File: src/rtl/spi_rx_capture_if.sv
// Bus and handshake bundle for spi_rx_capture: the master modport is the environment, the slave modport is the capture block.
// Optional frame counter/first-word signals exist only when SPI_RX_FRAME_CNT_EN is defined.
interface spi_rx_capture_if #(
  parameter int DATA_W = 8
);
  logic              sck_in;
  logic              miso_in;
  logic              ss1_in;
  logic              ss2_in;
  logic              rx_ready;
  logic              clr_flags;
  logic [DATA_W-1:0] rx_data;
  logic              rx_src;
  logic              rx_valid;
  logic              busy;
  logic              overflow;
  logic              sel_err;
  logic              frame_abort;
`ifdef SPI_RX_FRAME_CNT_EN
  logic [15:0]       frame_cnt;
  logic              rx_first;

  modport master (
    output sck_in, miso_in, ss1_in, ss2_in, rx_ready, clr_flags,
    input  rx_data, rx_src, rx_valid, busy, overflow, sel_err, frame_abort, frame_cnt, rx_first
  );
  modport slave (
    input  sck_in, miso_in, ss1_in, ss2_in, rx_ready, clr_flags,
    output rx_data, rx_src, rx_valid, busy, overflow, sel_err, frame_abort, frame_cnt, rx_first
  );
`else
  modport master (
    output sck_in, miso_in, ss1_in, ss2_in, rx_ready, clr_flags,
    input  rx_data, rx_src, rx_valid, busy, overflow, sel_err, frame_abort
  );
  modport slave (
    input  sck_in, miso_in, ss1_in, ss2_in, rx_ready, clr_flags,
    output rx_data, rx_src, rx_valid, busy, overflow, sel_err, frame_abort
  );
`endif
endinterface

File: src/rtl/spi_rx_capture.sv
// SPI bus observer: deserialises MISO into words tagged with the sending slave and queues them in a FWFT FIFO.
// Optional macro SPI_RX_FRAME_CNT_EN adds a 16-bit frame counter and a per-word first-of-frame flag.
module spi_rx_capture #(
  parameter int DATA_W     = 8,
  parameter int FIFO_DEPTH = 4
) (
  input logic             clk,
  input logic             rst,
  spi_rx_capture_if.slave bus
);

  localparam int PTR_W = $clog2(FIFO_DEPTH);
  localparam int CNT_W = PTR_W + 1;
  localparam int BIT_W = $clog2(DATA_W);

  typedef enum logic {IDLE, SHIFT} state_t;

  typedef struct packed {
`ifdef SPI_RX_FRAME_CNT_EN
    logic              first;
`endif
    logic              src;
    logic [DATA_W-1:0] data;
  } entry_t;

  state_t            state_q, state_d;
  logic              sck_d_q;
  logic [BIT_W-1:0]  bit_cnt_q, bit_cnt_d;
  logic [DATA_W-1:0] shift_q, shift_d;
  logic              src_q, src_d;
  logic              word_done_q, word_done_d;
  logic              abort_q, abort_d;
  logic              overflow_q, overflow_d;
  logic              sel_err_q, sel_err_d;
  entry_t            mem_q [FIFO_DEPTH];
  entry_t            mem_d [FIFO_DEPTH];
  logic [PTR_W-1:0]  wr_ptr_q, wr_ptr_d, rd_ptr_q, rd_ptr_d;
  logic [CNT_W-1:0]  count_q, count_d;
  logic              sck_rise, sel_both, sel_high;
  logic              pop, push_ok, ovf_set;
  entry_t            push_entry;
`ifdef SPI_RX_FRAME_CNT_EN
  logic [15:0]       frame_cnt_q, frame_cnt_d;
  logic              first_q, first_d;
  logic              done_first_q, done_first_d;
`endif

  assign sck_rise = bus.sck_in & ~sck_d_q;
  assign sel_both = ~bus.ss1_in & ~bus.ss2_in;
  assign sel_high = src_q ? bus.ss2_in : bus.ss1_in;

  // NOTE: every always_comb output gets a default first so no path can infer a latch.
  always_comb begin : ctrl_next
    state_d     = state_q;
    bit_cnt_d   = bit_cnt_q;
    shift_d     = shift_q;
    src_d       = src_q;
    word_done_d = 1'b0;
    abort_d     = 1'b0;
`ifdef SPI_RX_FRAME_CNT_EN
    frame_cnt_d  = frame_cnt_q;
    first_d      = first_q;
    done_first_d = done_first_q;
`endif
    unique case (state_q)
      IDLE: begin
        if (bus.ss1_in ^ bus.ss2_in) begin
          state_d   = SHIFT;
          src_d     = ~bus.ss2_in;
          bit_cnt_d = '0;
          shift_d   = '0;
`ifdef SPI_RX_FRAME_CNT_EN
          first_d   = 1'b1;
`endif
        end
      end
      SHIFT: begin
        if (sel_both) begin
          state_d = IDLE;
        end else if (sel_high) begin
          state_d = IDLE;
          abort_d = (bit_cnt_q != '0);
`ifdef SPI_RX_FRAME_CNT_EN
          frame_cnt_d = frame_cnt_q + 16'd1;
`endif
        end else if (sck_rise) begin
          shift_d = {shift_q[DATA_W-2:0], bus.miso_in};
          if (bit_cnt_q == BIT_W'(DATA_W - 1)) begin
            // Counter wraps so a held select keeps streaming further words.
            bit_cnt_d   = '0;
            word_done_d = 1'b1;
`ifdef SPI_RX_FRAME_CNT_EN
            done_first_d = first_q;
            first_d      = 1'b0;
`endif
          end else begin
            bit_cnt_d = bit_cnt_q + BIT_W'(1);
          end
        end
      end
      default: state_d = IDLE;
    endcase
  end

  // The word completed last cycle sits in shift_q; the next sampling edge is at least two cycles away.
  always_comb begin : fifo_next
    push_entry      = '0;
    push_entry.data = shift_q;
    push_entry.src  = src_q;
`ifdef SPI_RX_FRAME_CNT_EN
    push_entry.first = done_first_q;
`endif
    mem_d    = mem_q;
    wr_ptr_d = wr_ptr_q;
    rd_ptr_d = rd_ptr_q;
    pop      = (count_q != '0) & bus.rx_ready;
    push_ok  = word_done_q & ((count_q != CNT_W'(FIFO_DEPTH)) | pop);
    ovf_set  = word_done_q & ~push_ok;
    if (pop) rd_ptr_d = rd_ptr_q + PTR_W'(1);
    if (push_ok) begin
      mem_d[wr_ptr_q] = push_entry;
      wr_ptr_d        = wr_ptr_q + PTR_W'(1);
    end
    count_d    = count_q + CNT_W'(push_ok) - CNT_W'(pop);
    // A set event in the same cycle as clr_flags wins.
    overflow_d = ovf_set  | (overflow_q & ~bus.clr_flags);
    sel_err_d  = sel_both | (sel_err_q  & ~bus.clr_flags);
  end

  // NOTE: sequential state uses non-blocking assignments only, so every flop samples pre-edge values.
  always_ff @(posedge clk or posedge rst) begin
    if (rst) begin
      state_q     <= IDLE;
      sck_d_q     <= 1'b0;
      bit_cnt_q   <= '0;
      shift_q     <= '0;
      src_q       <= 1'b0;
      word_done_q <= 1'b0;
      abort_q     <= 1'b0;
      overflow_q  <= 1'b0;
      sel_err_q   <= 1'b0;
      wr_ptr_q    <= '0;
      rd_ptr_q    <= '0;
      count_q     <= '0;
      // NOTE: the storage is reset because the head entry is visible on rx_data, which must read 0 after reset.
      for (int i = 0; i < FIFO_DEPTH; i++) mem_q[i] <= '0;
`ifdef SPI_RX_FRAME_CNT_EN
      frame_cnt_q  <= '0;
      first_q      <= 1'b0;
      done_first_q <= 1'b0;
`endif
    end else begin
      state_q     <= state_d;
      sck_d_q     <= bus.sck_in;
      bit_cnt_q   <= bit_cnt_d;
      shift_q     <= shift_d;
      src_q       <= src_d;
      word_done_q <= word_done_d;
      abort_q     <= abort_d;
      overflow_q  <= overflow_d;
      sel_err_q   <= sel_err_d;
      wr_ptr_q    <= wr_ptr_d;
      rd_ptr_q    <= rd_ptr_d;
      count_q     <= count_d;
      for (int i = 0; i < FIFO_DEPTH; i++) mem_q[i] <= mem_d[i];
`ifdef SPI_RX_FRAME_CNT_EN
      frame_cnt_q  <= frame_cnt_d;
      first_q      <= first_d;
      done_first_q <= done_first_d;
`endif
    end
  end

  assign bus.rx_data     = mem_q[rd_ptr_q].data;
  assign bus.rx_src      = mem_q[rd_ptr_q].src;
  assign bus.rx_valid    = (count_q != '0);
  assign bus.busy        = (state_q == SHIFT);
  assign bus.overflow    = overflow_q;
  assign bus.sel_err     = sel_err_q;
  assign bus.frame_abort = abort_q;
`ifdef SPI_RX_FRAME_CNT_EN
  assign bus.frame_cnt   = frame_cnt_q;
  assign bus.rx_first    = mem_q[rd_ptr_q].first;
`endif

endmodule
File: src/flat_wrapper.sv
// flat-port wrapper written by rule: the top's interface ports become plain ports
module spi_rx_capture_flat 
#(
  parameter int DATA_W     = 8,
  parameter int FIFO_DEPTH = 4
)
  (clk, rst, bus_sck_in, bus_miso_in, bus_ss1_in, bus_ss2_in, bus_rx_ready, bus_clr_flags, bus_rx_data, bus_rx_src, bus_rx_valid, bus_busy, bus_overflow, bus_sel_err, bus_frame_abort);
  spi_rx_capture_if #(.DATA_W(DATA_W)) bus_i ();
  input logic clk;
  input logic rst;
  input wire logic [$bits(bus_i.sck_in)-1:0] bus_sck_in;
  input wire logic [$bits(bus_i.miso_in)-1:0] bus_miso_in;
  input wire logic [$bits(bus_i.ss1_in)-1:0] bus_ss1_in;
  input wire logic [$bits(bus_i.ss2_in)-1:0] bus_ss2_in;
  input wire logic [$bits(bus_i.rx_ready)-1:0] bus_rx_ready;
  input wire logic [$bits(bus_i.clr_flags)-1:0] bus_clr_flags;
  output wire logic [$bits(bus_i.rx_data)-1:0] bus_rx_data;
  output wire logic [$bits(bus_i.rx_src)-1:0] bus_rx_src;
  output wire logic [$bits(bus_i.rx_valid)-1:0] bus_rx_valid;
  output wire logic [$bits(bus_i.busy)-1:0] bus_busy;
  output wire logic [$bits(bus_i.overflow)-1:0] bus_overflow;
  output wire logic [$bits(bus_i.sel_err)-1:0] bus_sel_err;
  output wire logic [$bits(bus_i.frame_abort)-1:0] bus_frame_abort;
  assign bus_i.sck_in = bus_sck_in;
  assign bus_i.miso_in = bus_miso_in;
  assign bus_i.ss1_in = bus_ss1_in;
  assign bus_i.ss2_in = bus_ss2_in;
  assign bus_i.rx_ready = bus_rx_ready;
  assign bus_i.clr_flags = bus_clr_flags;
  assign bus_rx_data = bus_i.rx_data;
  assign bus_rx_src = bus_i.rx_src;
  assign bus_rx_valid = bus_i.rx_valid;
  assign bus_busy = bus_i.busy;
  assign bus_overflow = bus_i.overflow;
  assign bus_sel_err = bus_i.sel_err;
  assign bus_frame_abort = bus_i.frame_abort;
  spi_rx_capture #(.DATA_W(DATA_W), .FIFO_DEPTH(FIFO_DEPTH)) u_core (.clk(clk), .rst(rst), .bus(bus_i));
endmodule
File: config.mk
export PLATFORM = sky130hd
export DESIGN_NAME = spi_rx_capture_flat
export DESIGN_NICKNAME = d
export VERILOG_FILES = /design/src/rtl/spi_rx_capture_if.sv /design/src/rtl/spi_rx_capture.sv /design/src/flat_wrapper.sv
export SDC_FILE = /design/constraint.sdc
export NUM_CORES = 1
export LEC_CHECK = 0
export ABC_AREA = 1
export BUFFER_PORTS_ARGS = -buffer_cell sky130_fd_sc_hd__buf_4
export CAP_MARGIN = 0
export CORE_MARGIN = 4
export CORE_UTILIZATION = 28
export CTS_BUF_LIST = sky130_fd_sc_hd__clkbuf_4
export DETAILED_ROUTE_END_ITERATION = 6
export PLACE_DENSITY = 0.47
export SLEW_MARGIN = 20
export SYNTH_ARGS = -nofsm -noshare
export SYNTH_HDL_FRONTEND = slang
export SYNTH_SLANG_ARGS = --single-unit
File: constraint.sdc
create_clock -name clk -period 6.1 [get_ports clk]
set_input_delay 0.305 -clock clk [delete_from_list [all_inputs] [get_ports clk]]
set_output_delay 0.305 -clock clk [all_outputs]
set_load 0.005 [all_outputs]
### Word level (Yosys, flattened, before mapping)

Index checks and enable logic that the tools add are counted.

| storage, ports and cells | value |
|---|---|
| logic and storage cells | 88 |
| output and inout port bits | 14 |
| register bits after elaboration | 61 |

| operators by class | value |
|---|---|
| bitwise gates (word level) | 19 |
| $lt $le $gt $ge | 3 |
| add/sub/neg operators | 5 |
| multiplexer cells | 30 |
| equality and inequality tests | 6 |
| reductions and logical operators | 5 |

Operators by type and width:

| kind | count |
|---|---|
| 36-bit bitwise mux | 1 |
| 8-bit two-way mux | 4 |
| 9-bit two-way mux | 3 |
| 9-bit binary-select mux with 2-bit select | 1 |
| 9-bit demux with 2-bit select | 1 |
| 8-bit case mux with 2 select lines | 1 |
| 3-bit two-way mux | 5 |
| 1-bit two-way mux | 12 |
| 1-bit AND | 7 |
| 3-bit >= comparator, second input constant | 2 |
| 2-bit inequality test, second input constant | 3 |
| 1-bit inverter | 6 |
| 2-bit inverter with 3-bit output | 2 |
| 3-bit case mux with 2 select lines | 1 |
| 3-bit nonzero test | 2 |
| 2-bit by 1-bit adder with 2-bit output, second input constant | 2 |
| 4-bit AND reduction | 1 |
| 3-bit by 1-bit adder with 3-bit output | 1 |
| 3-bit by 1-bit adder with 3-bit output, second input constant | 1 |
| 3-bit equality test, second input constant | 1 |
| 3-bit by 1-bit < comparator with 1-bit output, second input constant | 1 |
| 3-bit inequality test, second input constant | 1 |
| 1-bit OR | 3 |
| 3-bit by 1-bit subtractor with 3-bit output | 1 |
| other kinds (5) | 5 |

### Depth between registers and ports, before layout

| depth | value |
|---|---|
| depth in word-level cells | 7 |
| depth in mapped cells | 10 |

### Worst setup path before layout

Ideal clock, no wire load.

| path | value |
|---|---|
| path kind | reg-to-reg |
| from | register u_core.count_q[1] |
| to | register u_core.count_q[2] |
| cell stages (with the launch flop) | 11 |
| data arrival time | 1.854 ns |
| setup slack | 4.124 ns |
| data required time | 5.977 ns |
| path through | dfrtp_1 > nor2_2 > nand2_1 > nand2_1 > inv_1 > ha_1 > inv_1 > ha_1 > inv_1 > fa_1 > xnor2_1 |

| on the way | value |
|---|---|
| word-level cells in the longest chain between the ends | 6 |
| elaborated cells between the ends (all ways) | 7 |

Ends and longest elaborated chain:

| element | RTL line | source |
|---|---|---|
| from (decl) | spi_rx_capture.sv:38 | `logic [CNT_W-1:0] count_q, count_d;` |
| from (signal assigned) | spi_rx_capture.sv:164 | `count_q <= count_d;` |
| 3-bit nonzero test (*) | -- |  |
| net bus_rx_valid | flat_wrapper.sv:19 | `output wire logic [$bits(bus_i.rx_valid)-1:0] bus_rx_valid;` |
| 1-bit AND (*) | spi_rx_capture.sv:116 | `pop = (count_q != '0) & bus.rx_ready;` |
| net u_core.pop | spi_rx_capture.sv:40 | `logic pop, push_ok, ovf_set;` |
| 1-bit OR | spi_rx_capture.sv:117 | `push_ok = word_done_q & ((count_q != CNT_W'(FIFO_DEPTH)) \| pop);` |
| 1-bit AND | spi_rx_capture.sv:117 |  |
| 3-bit by 1-bit adder with 3-bit output | spi_rx_capture.sv:124 | `count_d = count_q + CNT_W'(push_ok) - CNT_W'(pop);` |
| 3-bit by 1-bit subtractor with 3-bit output (*) | spi_rx_capture.sv:124 |  |
| net u_core.count_d[2] | spi_rx_capture.sv:38 |  |

The timed path passes the listed nets; every way through them passes the cells marked *.
A chain may end at the register's enable or synchronous reset.

### Worst setup path in the final report

| path | value |
|---|---|
| from | register u_core.rd_ptr_q[0] |
| to | output bus_rx_data[4] |

| on the way | value |
|---|---|
| word-level cells in the longest chain between the ends | 4 |

Ends and longest elaborated chain:

| element | RTL line | source |
|---|---|---|
| from (decl) | spi_rx_capture.sv:37 | `logic [PTR_W-1:0] wr_ptr_q, wr_ptr_d, rd_ptr_q, rd_ptr_d;` |
| from (signal assigned) | spi_rx_capture.sv:163 | `rd_ptr_q <= rd_ptr_d;` |
| 2-bit inverter with 3-bit output (not written as such) | spi_rx_capture.sv:174 | `assign bus.rx_data = mem_q[rd_ptr_q].data;` |
| 9-bit binary-select mux with 2-bit select | spi_rx_capture.sv:174 |  |
| 9-bit two-way mux (not written as such) (2 in a row) | spi_rx_capture.sv:174 |  |
| to (decl) | flat_wrapper.sv:17 | `output wire logic [$bits(bus_i.rx_data)-1:0] bus_rx_data;` |

No other way between the ends. The select of a mux whose other input is x is not followed.

==> impl_metrics.json <==
{
  "multi_input_area_mm2": 0.00125,
  "die_h_um": 112,
  "area_growth_pct": 12.3,
  "ys_dominant_reg_cell": "dfrtp_1",
  "regToRegSetupSlack_ns": 3.98,
  "syn_area_mm2": 0.00303,
  "postSynthCellCount": 308,
  "cts_setup_buffers": 0,
  "ys_types": 28,
  "min_period_ns": 2.47,
  "via_per_inst": 4.39,
  "max_slew_margin_pct": 45.1,
  "fin_setup_tns_ns": 0,
  "drc": 0,
  "cts_made_buffers": 9,
  "place_ws_ns": 3.96,
  "tightest_slew_ns": 0.824,
  "ant_nets": 0,
  "crit_type": "reg2out",
  "synth-edff-count": 0,
  "antenna_cells": 0,
  "start_util_pct": 29.1,
  "p_leak_nw": 1.59,
  "drive_gt1_share_pct": 27.4,
  "hp-class": "in2reg",
  "design_area_mm2": 0.00341,
  "portBuffers": 21,
  "grt_overflow": 0,
  "final-seq-area_mm2": 0.00153,
  "start_kind": "register",
  "yosysSeqAreaShare_pct": 50.3,
  "rsz0062_at_grt": "no",
  "crit_fanout": 20,
  "grt_use_total_pct": 10.7,
  "yosys_register_bits": 61,
  "grt.busiest_layer": "met2",
  "finClkSkew_ns": 0.0156,
  "synth_nets": 327,
  "use_met2_pct": 15.3,
  "critPathArrivalTime_ns": 2.17,
  "routedWlPerCell_um": 13.3,
  "drt_iter0_markers": 121,
  "grt_util_met1_pct": 15.1,
  "async_flop_share_pct": 100,
  "die_area_mm2": 0.0126,
  "fin_crit_sh_pct": 40.5,
  "crit_path_end_kind": "output pin",
  "clock_latency_ns": 0.40,
  "die_w_um": 112,
  "setup_ws_ns": 3.63,
  "core_mm2": 0.0104,
  "worst_hold_slack_ns": 0.0849,
  "grt_max_degree": 62,
  "cp.required_ns": 5.79,
  "power_density_mw_per_mm2": 339,
  "wirelength_um": 6230,
  "setup_viol": 0,
  "path_clk_slew_ns": 0.11,
  "cts_resized": 0,
  "h-tree-depth": 3,
  "nNetsFinal": 346,
  "cts_tree": "built",
  "met3_usage_pct": 3.83,
  "cts_root_buffer": "clkbuf_4",
  "antenna_found_initial": 0,
  "ctsHoldBuffers": 1,
  "p_total_w": 0.00115,
  "ios": 22,
  "drv_cap": 0,
  "ir_drop_mv": 0.138,
  "status": "complete, no violations",
  "clock-sinks": 61,
  "gp_congestion": 0.688,
  "fill_cells": 1098,
  "grt_pass1_vias": 2054,
  "finalHoldViolCount": 0,
  "avgSynthCellArea_um2": 9.85,
  "via_count": 2055,
  "drt_first_pass_iters": 4,
  "max_freq_mhz": 405,
  "clockBufferDepth": 2,
  "hpwlAfterDp_um": 4040,
  "finalMaxSlewViolations": 0,
  "placed_cell_area_mm2": 0.00323,
  "yosys_warnings": 0,
  "grt_pass1_wl_um": 10600,
  "num_rows": 37
}
==> where the power goes <==
part / switching, W / internal, W
clock: 0.000152 / 0.000180
combinational: 0.000196 / 0.000144
sequential: 0.0000489 / 0.000434
==> registers in the layout, summed over array words and instances (netlist names), 2 cells and up <==
| signal | flops |
|---|---|
| u_core.bit_cnt_q | 3 |
| u_core.count_q | 3 |
| u_core.mem_q | 36 |
| u_core.rd_ptr_q | 2 |
| u_core.shift_q | 8 |
| u_core.wr_ptr_q | 2 |
==> cell usage in the layout (no fill, tap or decap), types with 9 or more instances in the layout <==
cell type / Yosys / routed
inv_1: 28 / 27
buf_4: 2 / 22
nand2_1: 57 / 57
o22ai_1: 9 / 9
o21ai_2: 35 / 35
nand3_1: 12 / 12
nand4_1: 10 / 10
nor2_1: 24 / 24
clkbuf_4: 0 / 12
o21ai_0: 22 / 22
ha_1: 10 / 10
dfrtp_1: 61 / 61
==> per-layer routing <==
layer	routed length, um	up-vias
li1	-	1061
met1	3170	959
met2	2750	26
met3	213	9
met4	89	0
met5	0	-
==> synthesized netlist by cell type, types with 2 or more instances <==
library cell,instances,area [um^2]
nor2_2,2,12.5
dfrtp_1,61,1530
o21ai_1,2,10.0
nand3_4,4,70.1
buf_4,2,15.0
ha_1,10,125
nand2_1,57,214
o21ai_0,22,110
inv_2,3,11.3
buf_12,4,80.1
nor2_1,24,90.1
o21ai_2,35,307
nand2_4,4,45.0
buf_2,5,25.0
nand2_2,2,12.5
xnor2_1,2,17.5
clkbuf_1,3,11.3
nand3_1,12,60.1
o22ai_1,9,56.3
nand4_1,10,62.6
inv_1,28,105
==> stage by stage <==
stage	utilization (%)	cells
after floorplan	-	308
after CTS	32.7	468
after detailed placement	31.0	451
after global routing	32.7	468
after global placement	31.0	451
final	32.7	468
==> worst paths after layout <==
| check | start | end | depth (start not counted) |
|---|---|---|---|
| hold / removal | bus_clr_flags | u_core.bus.sel_err | 2 |
| min in group asynchronous | rst | u_core.count_q[1] | 3 |
| setup reg to reg | u_core.count_q[1] | u_core.count_q[2] | 10 |
| max in group asynchronous | rst | u_core.mem_q[1] | 3 |
| setup / recovery | u_core.rd_ptr_q[0] | bus_rx_data[4] | 4 |
| hold reg to reg | u_core.mem_q[10] | u_core.mem_q[10] | 2 |
==> cell families after synthesis <==
family,after synthesis,share of synthesized area [%]
XOR/XNOR,3,0.866
flip-flops,61,50.3
AND/OR/NAND/NOR,118,19.6
buffers and inverters,46,8.29
AO/OA/AOI/OAI,69,16.2
adder cells (fa/ha/maj),11,4.79
==> worst max-delay path, cell delays in order (launching register included) <==
cell     delay, ns
dfrtp_1       0.76
inv_1         0.47
o21ai_0       0.29
o22ai_1       0.11
buf_4         0.14
==> area by class of cell <==
class	count	share of cell area, %
Inverter	31	3.42
Multi-Input combinational cell	201	36.8
Clock inverter	4	2.13
Tap cell	136	5.00
Sequential cell	61	44.8
Clock buffer	12	2.65
Timing Repair Buffer	23	5.14
(Power assumes the default switching activity.)
